==> config.mk <==
export PLATFORM = sky130hd
export DESIGN_NAME = vram_fill_dma
export DESIGN_NICKNAME = d
export VERILOG_FILES = /design/src/rtl/vram_fill_dma.sv
export SDC_FILE = /design/constraint.sdc
export NUM_CORES = 1
export LEC_CHECK = 0
export CELL_PAD_IN_SITES_DETAIL_PLACEMENT = 1
export CELL_PAD_IN_SITES_GLOBAL_PLACEMENT = 1
export CORE_UTILIZATION = 39
export DETAILED_ROUTE_END_ITERATION = 7
export PLACE_DENSITY_LB_ADDON = 0.2
export SETUP_SLACK_MARGIN = 0.4
export SYNTH_ARGS = -nofsm -noshare
export SYNTH_HDL_FRONTEND = slang
export SYNTH_SLANG_ARGS = --single-unit
export TNS_END_PERCENT = 5
==> constraint.sdc <==
create_clock -name clk_sys -period 2.8 [get_ports clk_sys]
set_input_delay 0.7 -clock clk_sys [delete_from_list [all_inputs] [get_ports clk_sys]]
set_output_delay 0.7 -clock clk_sys [all_outputs]
set_load 0.02 [all_outputs]
==> src/rtl/vram_fill_dma.sv <==
// Block-fill DMA for the character / fg colour / bg colour video RAMs, sharing port A with the CPU (CPU has priority).
// Optional build macro VRAM_FILL_VBLANK_ONLY_EN restricts fill writes to vertical blank.
module vram_fill_dma #(
  parameter int unsigned ADDR_W = 11,
  parameter int unsigned LEN_W  = 12,
  parameter int unsigned NTGT   = 3
) (
  input  logic              clk_sys,
  input  logic              reset_n,
  input  logic              reg_cs,
  input  logic              reg_wr,
  input  logic [2:0]        reg_addr,
  input  logic [7:0]        reg_din,
  output logic [7:0]        reg_dout,
  input  logic [ADDR_W-1:0] cpu_ram_addr,
  input  logic [7:0]        cpu_ram_data,
  input  logic [NTGT-1:0]   cpu_ram_wr,
  input  logic              vblank,
  output logic [ADDR_W-1:0] ram_addr,
  output logic [7:0]        ram_data,
  output logic [NTGT-1:0]   ram_wr,
  output logic              busy,
  output logic              done_pulse
);

  typedef enum logic {S_IDLE, S_RUN} state_t;

  state_t            state, state_nxt;
  logic [ADDR_W-1:0] start_r, cur_addr;
  logic [LEN_W-1:0]  len_r, remaining;
  logic [7:0]        fill_r, cur_fill;
  logic [NTGT-1:0]   tgt_r, cur_tgt;
  logic              done_r, aborted_r, done_pulse_r;

  logic reg_we_c, ctrl_we_c, start_req_c, abort_req_c, empty_c;
  logic slot_ok_c, dma_wr_c, last_c;

  assign reg_we_c    = reg_cs & reg_wr;
  assign ctrl_we_c   = reg_we_c && (reg_addr == 3'd6);
  assign abort_req_c = ctrl_we_c & reg_din[1];
  assign start_req_c = ctrl_we_c & reg_din[0] & ~reg_din[1];
  assign empty_c     = (len_r == '0) || (tgt_r == '0);

`ifdef VRAM_FILL_VBLANK_ONLY_EN
  assign slot_ok_c = vblank;
`else
  logic unused_vblank;
  assign unused_vblank = vblank;
  assign slot_ok_c     = 1'b1;
`endif

  // A fill write only takes a slot the CPU is not using this cycle
  assign dma_wr_c = (state == S_RUN) && (cpu_ram_wr == '0) && slot_ok_c;
  assign last_c   = dma_wr_c && (remaining == LEN_W'(1));

  assign busy       = (state == S_RUN);
  assign done_pulse = done_pulse_r;

  always_ff @(posedge clk_sys or negedge reset_n) begin
    if (!reset_n) state <= S_IDLE;
    else          state <= state_nxt;
  end

  always_comb begin
    state_nxt = state;
    case (state)
      S_IDLE: if (start_req_c && !empty_c) state_nxt = S_RUN;
      S_RUN:  if (abort_req_c || last_c)   state_nxt = S_IDLE;
      default: state_nxt = S_IDLE;
    endcase
  end

  always_comb begin
    ram_addr = cpu_ram_addr;
    ram_data = cpu_ram_data;
    ram_wr   = cpu_ram_wr;
    if (dma_wr_c) begin
      ram_addr = cur_addr;
      ram_data = cur_fill;
      ram_wr   = cur_tgt;
    end
  end

  // Register file plus working copies latched at start so mid-fill register writes are harmless
  always_ff @(posedge clk_sys or negedge reset_n) begin
    if (!reset_n) begin
      start_r      <= '0;
      len_r        <= '0;
      fill_r       <= '0;
      tgt_r        <= '0;
      cur_addr     <= '0;
      remaining    <= '0;
      cur_fill     <= '0;
      cur_tgt      <= '0;
      done_r       <= 1'b0;
      aborted_r    <= 1'b0;
      done_pulse_r <= 1'b0;
    end else begin
      done_pulse_r <= 1'b0;
      if (reg_we_c) begin
        case (reg_addr)
          3'd0: start_r[7:0]        <= reg_din;
          3'd1: start_r[ADDR_W-1:8] <= reg_din[ADDR_W-9:0];
          3'd2: len_r[7:0]          <= reg_din;
          3'd3: len_r[LEN_W-1:8]    <= reg_din[LEN_W-9:0];
          3'd4: fill_r              <= reg_din;
          3'd5: tgt_r               <= reg_din[NTGT-1:0];
          default: ;
        endcase
      end
      if (state == S_IDLE) begin
        if (abort_req_c) begin
          aborted_r <= 1'b1;
        end else if (start_req_c) begin
          cur_addr     <= start_r;
          remaining    <= len_r;
          cur_fill     <= fill_r;
          cur_tgt      <= tgt_r;
          aborted_r    <= 1'b0;
          done_r       <= empty_c;
          done_pulse_r <= empty_c;
        end
      end else begin
        if (abort_req_c) begin
          aborted_r <= 1'b1;
          done_r    <= 1'b0;
        end else if (dma_wr_c) begin
          cur_addr  <= cur_addr + ADDR_W'(1);
          remaining <= remaining - LEN_W'(1);
          if (last_c) begin
            done_r       <= 1'b1;
            done_pulse_r <= 1'b1;
          end
        end
      end
    end
  end

  always_comb begin
    reg_dout = 8'h00;
    case (reg_addr)
      3'd0: reg_dout = start_r[7:0];
      3'd1: reg_dout = 8'(start_r >> 8);
      3'd2: reg_dout = len_r[7:0];
      3'd3: reg_dout = 8'(len_r >> 8);
      3'd4: reg_dout = fill_r;
      3'd5: reg_dout = 8'(tgt_r);
      3'd6: reg_dout = {5'b0, aborted_r, done_r, busy};
      default: reg_dout = 8'h00;
    endcase
  end

endmodule

* Word-level counts from Yosys, hierarchy flattened
Index checks and enable logic that the tools add are counted.
** Storage, ports and cells
- Bits of input ports :: 38
- Bits in registers :: 72
- Logic and storage cells :: 91
** Cells by class
- Reductions and logical operators :: 23
- Equal/unequal tests :: 12
- Bitwise gates (word level) :: 7
- Add/sub/neg operators :: 2
- Multiplexer cells :: 33
** Operators with widths (number)
- 2-to-1 mux 11 bit :: 6
- 2-to-1 mux 12 bit :: 5
- case mux 8 bit (7 select lines) :: 1
- 2-to-1 mux 1 bit :: 18
- AND reduction 2 bit :: 7
- equality test 12 x 1 -> 1 bit (second input constant) :: 1
- zero test 12 bit :: 1
- subtractor 12 x 1 -> 12 bit (second input constant) :: 1
- adder 11 x 1 -> 11 bit (second input constant) :: 1
- equality test 3 bit (second input constant) :: 3
- zero test 3 bit :: 3
- 2-to-1 mux 8 bit :: 1
- equality test 3 x 2 -> 1 bit (second input constant) :: 2
- != test 3 x 1 -> 1 bit (second input constant) :: 2
- AND reduction 3 bit :: 2
- AND 1 bit :: 4
- logical AND 1 bit :: 4
- != test 2 x 1 -> 1 bit (second input constant) :: 2
- AND reduction 4 bit :: 1
- nonzero test 2 bit :: 2
- equality test 3 x 1 -> 1 bit (second input constant) :: 1
- 2-to-1 mux 3 bit :: 1
- NOT 1 bit :: 3
- logical OR 1 bit :: 2
- other kinds (3) :: 3

* Depth between registers and ports, before layout
Gate-level depths: netlist (run 1).
- Word-level depth :: 7
- Gate-level depth with buffers :: 7
- Mapped depth without buffers :: 6

* Worst setup path after synthesis (run 1)
Ideal clock, no wire load.
- Path type :: input to output
- From :: in cpu_ram_wr[0]
- To :: out ram_addr[0]
- Path slack :: 0.055 ns
- Arrival :: 2.045 ns
- Required time :: 2.100 ns
- Cell stages on the path :: 4
- Cell sequence :: or4b_4 -> buf_6 -> clkbuf_1 -> o21ai_0
** Between the ends
- Cells in the longest elaborated chain, start to end :: 3
** Ends and longest elaborated chain
- from (decl) :: RTL line 17 : input logic [NTGT-1:0] cpu_ram_wr,
- zero test 3 bit :: RTL line 53 : assign dma_wr_c = (state == S_RUN) && (cpu_ram_wr == '0) && slot_ok_c;
- logical AND 1 bit :: RTL line 53
- 2-to-1 mux 11 bit :: RTL line 77 : if (dma_wr_c) begin
- to (decl) :: RTL line 19 : output logic [ADDR_W-1:0] ram_addr,
No other way between the ends.

* Worst setup path in the final report (run 1)
- From :: in cpu_ram_wr[2]
- To :: out ram_addr[7]
The elaborated chain is that of the path after synthesis.

==> results of run 1 <==
-- state kept, by name, indices dropped and copies added, names as in the netlist --
name / flops
busy: 1
done_pulse: 1
fill_r: 8
cur_fill: 8
start_r: 11
cur_addr: 11
len_r: 12
remaining: 12
aborted_r: 1
tgt_r: 3
cur_tgt: 3
done_r: 1
-- worst min-delay path by stage --
stage           startpoint     endpoint  slack (ns)  cells past startpoint
2_1_floorplan      reset_n    aborted_r        0.40                      0
5_1_grt            reset_n     len_r[1]        0.21                      1
6_report           reset_n     len_r[1]        0.22                      1
3_5_place_dp   cur_fill[5]  cur_fill[5]        0.46                      2
3_3_place_gp   cur_fill[5]  cur_fill[5]        0.45                      2
4_1_cts            reset_n     len_r[1]        0.22                      1
-- logic make-up after synthesis --
family	after synthesis	synth area share (%)
and+or+nand+nor	204	23.9
AOI/OAI and AO/OA	86	14.3
DFF	72	42.8
muxes	49	13.3
buffers and inverters	36	4.79
adders and majority gates	3	0.893
-- power groups by stage --
stage | registers [uW] | clock network (uW) | logic, uW
6_report | 1690 | 1010 | 1240
5_1_grt | 1730 | 1070 | 1360
4_1_cts | 1670 | 1020 | 1220
3_5_place_dp | 1690 | 0 | 1190
3_3_place_gp | 1660 | 0 | 1140
2_1_floorplan | 1560 | 0 | 862
-- worst max-delay path, stage by stage --
cell	delay, ns
buf_2	0.11
or4b_4	0.58
buf_6	0.17
buf_16	0.15
o21ai_4	0.12
buf_6	0.13
-- layout by cell type, fill, tap and decap left out, types with 5 or more instances in the layout --
| cell | netlist | routed |
|---|---|---|
| clkdlybuf4s50_1 | 0 | 31 |
| o31ai_1 | 13 | 13 |
| a211oi_1 | 5 | 5 |
| nand4_1 | 6 | 6 |
| nand2_1 | 102 | 85 |
| buf_4 | 0 | 45 |
| mux2_2 | 35 | 35 |
| inv_1 | 7 | 7 |
| a221o_1 | 7 | 7 |
| nor2_2 | 2 | 8 |
| o21ai_0 | 16 | 12 |
| buf_12 | 0 | 6 |
| dlygate4sd2_1 | 0 | 6 |
| clkbuf_8 | 3 | 9 |
| nand3_1 | 12 | 12 |
| nand2_2 | 0 | 14 |
| buf_2 | 5 | 12 |
| buf_6 | 4 | 21 |
| a21oi_2 | 0 | 5 |
| dfrtp_1 | 72 | 72 |
| nand2b_1 | 5 | 5 |
| nor2_1 | 26 | 20 |
| a31oi_1 | 6 | 6 |
| a21oi_1 | 16 | 11 |
| mux2i_1 | 12 | 12 |
| nor4_1 | 9 | 9 |
-- synth_stat cells (all sizes together) (2+ instances only) --
cell type | instances | area (sq um)
nand3 | 12 | 60.1
or2 | 6 | 37.5
clkbuf | 16 | 90.1
mux2 | 35 | 394
nor4b | 4 | 50.1
a211oi | 5 | 37.5
a31oi | 6 | 37.5
nor2b | 4 | 25.0
a21o | 4 | 30.0
nand4b | 2 | 17.5
nand2 | 102 | 383
dfrtp | 72 | 1800
or3 | 9 | 66.3
mux4 | 2 | 45.0
inv | 7 | 26.3
o21ai | 17 | 88.8
nor4 | 9 | 56.3
nor3 | 5 | 25.0
o41ai | 2 | 17.5
ha | 3 | 37.5
nor3b | 2 | 15.0
a2bb2oi | 4 | 35.0
nand4 | 6 | 37.5
nand2b | 5 | 31.3
nor2 | 28 | 110
a221o | 7 | 70.1
mux2i | 12 | 120
or4b | 2 | 23.8
o211ai | 2 | 15.0
buf | 13 | 85.1
o31ai | 14 | 110
and2 | 4 | 25.0
a21oi | 16 | 80.1
-- through the flow --
step | total power [uW] | instance area (sq um) | hold WS [ns] | setup TNS, ns | util (%)
3_3_place_gp | 2810 | 5360 | 0.452 | -14.53 | 51.6
5_1_grt | 4150 | 5850 | 0.210 | 0 | 56.4
2_1_floorplan | 2420 | 4280 | 0.404 | 0 | -
6_report | 3940 | 5850 | 0.223 | 0 | 56.4
3_5_place_dp | 2890 | 5360 | 0.456 | -15.73 | 51.6
4_1_cts | 3920 | 5770 | 0.218 | 0 | 55.7
-- layout make-up --
class | instances | area [sq um]
well taps | 136 | 170
clock buffers | 10 | 128
repair buffers | 129 | 1240
flip-flops and latches | 72 | 1800
multi-input cells | 342 | 2370
fillers | 1188 | 4520
inverters | 7 | 26.3
clock inverters | 6 | 108
-- repair_timing --
| action | 4_1_cts | 5_1_grt |
|---|---|---|
| setup buffers | 12 | 0 |
| gates cloned | 5 | 0 |
| pin swaps | 5 | 4 |
| gates resized for setup | 164 | 27 |
| endpoints found under the setup margin | 58 | 37 |
| hold buffers | 0 | 0 |
-- layer usage --
layer / track usage [%] / share of wire [%] / up-vias
li1: - / - / 1845
met1: 34.8 / 43 / 2049
met2: 47.4 / 51 / 128
met3: 4.89 / 4.9 / 21
met4: 8.04 / 1.6 / 0
met5: 0 / 0 / -
==> flow_summary_export.csv, run 1 <==
group,metric,value,unit
synth,synth_edf_count,0,
setup_path,r2r-end,"cur_addr[7]",
clock_tree,cts_tree,"done",
synth,syn_nets,491,
placed_design,place_ws,-0.541,ns
min_path,hp-class,"in -> async",
routing,drc_errors,0,
clock_tree,cts_root_buffer,"clkbuf_8",
floorplan,core_region_area,10400,sq um
floorplan,rows,37,
sta,rsz0062_at_grt,"true",
setup_path,r2r_setup_slack,0.56,ns
power_and_ir_drop,p_sw_share,36.4,%
clock_tree,worstSkewPairLatency,0.35,ns
power_and_ir_drop,ir_drop,0.354,mV
clock_tree,clk_pin_slew,0.07,ns
setup_path,cp-end-kind,"output pin",
power_and_ir_drop,power.internal,2500,uW
sta,relSlewSlack,52.3,%
routing,wirelength,14800,um
cells_and_area,area_growth,39.0,%
setup_path,crit_end,"ram_addr[7]",
sta,layout_setup_ws,0.135,ns
sta,hold_violations,0,
floorplan,die_h,106,um
sta,fin_crit_sh,95.2,%
setup_path,path_class,"in -> out",
synth,synth-seq-cells,72,
power_and_ir_drop,p_leak,0.00261,uW
synth,syn_area,4210,sq um
flow_run,maxCapViolCount,0,
setup_path,r2r-start,"busy",
sta,setup_violations,0,
clock_tree,cts_buffer_depth,2,
cells_and_area,antenna_cells,0,
floorplan,io_pins,70,
placed_design,place_congestion,0.868,
setup_path,crit_fanout,6,
sta,fin_crit,2.67,ns
power_and_ir_drop,p_switching,1430,uW
placed_design,dp_hpwl,9900,um
sta,slew_violations,0,
grt,grt_pass1_vias,4208,
clock_tree,cts_made_buffers,9,
cells_and_area,final_nets,602,
routing,routedWlPerCell,21.0,um
clock_tree,cts_sinks,72,
routing,num_vias,4043,
setup_path,reg2regPathDepth,7,
routing,viasPerCell,5.76,
setup_path,critPathLaunchType,"input pin",
grt,grt_pass1_wl,23300,um
grt,antenna_found_initial,0,
synth,ys_seq_area_share,42.8,%
power_and_ir_drop,power.share.sequential,42.8,%
grt,grt_max_degree,44,
power_and_ir_drop,powerDensity,674,nW/um^2
synth,syn-instance-count,450,
setup_path,startpoint,"cpu_ram_wr[2]",
placed_design,portBuffers,68,
synth,avgSynthCellArea,9.35,sq um
setup_path,cp.arrival,1.97,ns
cells_and_area,drive_gt1_share,34.8,%
routing,first_iter_violations,263,
cells_and_area,final-instance-count-excl-fill,702,
synth,async_flop_share,100,%
sta,skew,0.00986,ns
setup_path,worstPathRequired,2.10,ns
clock_tree,cts_max_level,3,
status,status,"complete, no violations",
sta,max_freq,375,MHz
placed_design,post-place-cells,669,
floorplan,initial_core_util,40.6,%
floorplan,die_area,11200,sq um
routing,first_pass_iters,4,
synth,yosysWarnings,0,
power_and_ir_drop,clkPwrFrac,25.6,%
synth,synth_cell_types,57,
grt,grt_usage,27.4,%
sta,worst_pin_slew,0.706,ns
routing,ant_nets,0,
synth,synthFlopType,"dfrtp_1",
grt,gr-total-overflow,0,
floorplan,die_x,106,um
power_and_ir_drop,pwr-share-comb,31.6,%
Note: power is estimated with default switching activity, not from simulation.
==> inputs of run 2 (changes only) <==
--- a/config.mk
+++ b/config.mk
@@ -10,3 +10,5 @@
 export CORE_UTILIZATION = 39
+export CTS_CLUSTER_SIZE = 16
 export DETAILED_ROUTE_END_ITERATION = 7
+export GPL_TIMING_DRIVEN = 0
 export PLACE_DENSITY_LB_ADDON = 0.2
==> constraint.sdc (replaced) <==
create_clock -name clk_sys -period 2.8 [get_ports clk_sys]
set_input_delay 0.28 -clock clk_sys [delete_from_list [all_inputs] [get_ports clk_sys]]
set_output_delay 0.28 -clock clk_sys [all_outputs]
set_load 0.02 [all_outputs]
==> flow_summary_export.csv, run 2 (synthesized netlist as in run 1, its figures left out) <==
group,metric,value,unit
status,status,"complete, no violations",
routing,routedWlPerCell,20.3,um
cells_and_area,final_common_cell,"nand2_1",
setup_path,critPathLaunchType,"flop",
min_path,hp-class,"in -> async",
clock_tree,cts_sinks,72,
cells_and_area,antenna_cells,0,
setup_path,cp.arrival,2.30,ns
grt,grt_usage,25.8,%
grt,grt_max_degree,51,
clock_tree,cts_root_buffer,"clkbuf_8",
setup_path,crit_slowest_cell,"clkdlybuf4s50_1",
grt,grt_pass1_vias,4110,
routing,drc_errors,0,
setup_path,crit_fanout,10,
setup_path,path_class,"reg -> out",
cells_and_area,final_cell_mix,"102 x nand2_1, 72 x dfrtp_1, 40 x clkdlybuf4s50_1, 35 x mux2_2, 26 x nor2_1",
sta,slew_violations,0,
placed_design,place_congestion,0.898,
placed_design,dp_hpwl,9800,um
clock_tree,cts_tree,"done",
routing,wirelength,13700,um
clock_tree,clk_pin_slew,0.08,ns
setup_path,slowest_delay,0.59,ns
sta,hold_violations,0,
clock_tree,cts_max_level,3,
flow_run,maxCapViolCount,0,
floorplan,die_x,106,um
cells_and_area,stdcell_area,5330,sq um
sta,skew,0.0113,ns
sta,max_freq,387,MHz
sta,rsz0062_at_grt,"true",
floorplan,initial_core_util,40.6,%
floorplan,io_pins,70,
routing,first_iter_violations,195,
grt,gr-total-overflow,0,
sta,worst_pin_slew,1.20,ns
floorplan,die_area,11200,sq um
power_and_ir_drop,p_leak,0.00238,uW
routing,first_pass_iters,4,
sta,fin_crit,2.58,ns
placed_design,portBuffers,66,
floorplan,core_region_area,10400,sq um
grt,grt_pass1_wl,21800,um
power_and_ir_drop,powerDensity,695,nW/um^2
grt,antenna_found_initial,0,
setup_path,cp_cell_sequence,"clkbuf_8 -> nor4b_4 -> clkbuf_8 -> buf_4 -> a21o_1 -> clkdlybuf4s50_1",
clock_tree,worstSkewPairLatency,0.37,ns
sta,setup_violations,0,
routing,num_vias,3866,
cells_and_area,drive_gt1_share,18.1,%
power_and_ir_drop,ir_drop,0.302,mV
floorplan,die_h,106,um
sta,setup_tns,0,ns
setup_path,cp-end-kind,"output pin",
power_and_ir_drop,p_total,3710,uW
setup_path,r2r_setup_slack,0.50,ns
routing,viasPerCell,5.74,
cells_and_area,largest_registers,"len_r: 12 flops, remaining: 12 flops",
clock_tree,cts_made_buffers,9,
clock_tree,cts_buffer_depth,2,
cells_and_area,area_growth,26.8,%
setup_path,crit_top_cell,"clkbuf_8",
sta,relSlewSlack,19.2,%
cells_and_area,final_nets,574,
floorplan,rows,37,
placed_design,post_dp_cell_area,5060,sq um
setup_path,worstPathRequired,2.52,ns
sta,fin_crit_sh,92.3,%
routing,ant_nets,0,
==> run 2: cell count changes in the layout (fill, tap and decap cells not counted), sizes merged, moves of 4 or more <==
| cell | previous run | this run |
|---|---|---|
| buf | 87 | 20 |
| dlygate4sd2 | 6 | 20 |
| clkbuf | 12 | 25 |
| clkdlybuf4s50 | 31 | 40 |
| dlymetal6s2s | 0 | 4 |
==> run 2: layer usage <==
layer  part of all wire (%)  GRT usage [%]  up-vias  routed length (um)
met2                     49           42.6      103                6660
li1                       -              -     1781                   -
met5                      0              0        -                   0
met1                     45           33.6     1959                6130
met3                    4.2           3.09       23                 572
met4                    2.4           12.4        0                 333
==> run 2: worst paths after layout <==
path	start	to	depth (start not counted)
min reg2reg	cur_fill[6]	cur_fill[6]	2
max	busy	ram_wr[0]	6
min in group clk_sys	cur_fill[6]	cur_fill[6]	2
min	reset_n	remaining[4]	2
max in group asynchronous	reset_n	fill_r[2]	3
max reg2reg	busy	cur_fill[3]	7
==> run 2: final cells by class <==
type | count | area, sq um
Sequential cell | 72 | 1800
Buffer | 29 | 208
Tap cell | 136 | 170
Multi-Input combinational cell | 342 | 2220
Clock inverter | 5 | 57.6
Timing Repair Buffer | 72 | 711
Fill cell | 1222 | 5040
Inverter | 7 | 26.3
Clock buffer | 10 | 138
==> run 2: power by group <==
group	internal [uW]	switching [uW]
Combinational	579	594
Sequential	1320	357
Clock	429	425
Total	2330	1380
==> run 2: through the flow <==
stage	std cells	setup slack [ns]	hold slack, ns	util [%]
after floorplan	450	0.770	-0.0156	-
after global placement	652	-1.15	0.454	48.6
after detailed placement	653	-0.464	0.204	48.8
after CTS	673	0.175	0.372	51.3
after global routing	673	0.0634	0.400	51.4
final	673	0.216	0.366	51.4
==> run 2: critical path, delay by kind of cell (launching register included) <==
kind	cells	cell delay [ns]
AO/OA/AOI/OAI	1	0.11
flip-flops	1	0.41
buffers and inverters	4	1.15
AND/OR/NAND/NOR	1	0.27
==> run 2: what timing repair did <==
item,4_1_cts,5_1_grt
endpoints found under the hold margin,22,0
hold buffers,1,0
setup buffers,4,0
gates resized for setup,38,5
pin swaps,0,0
setup endpoints to repair,40,30
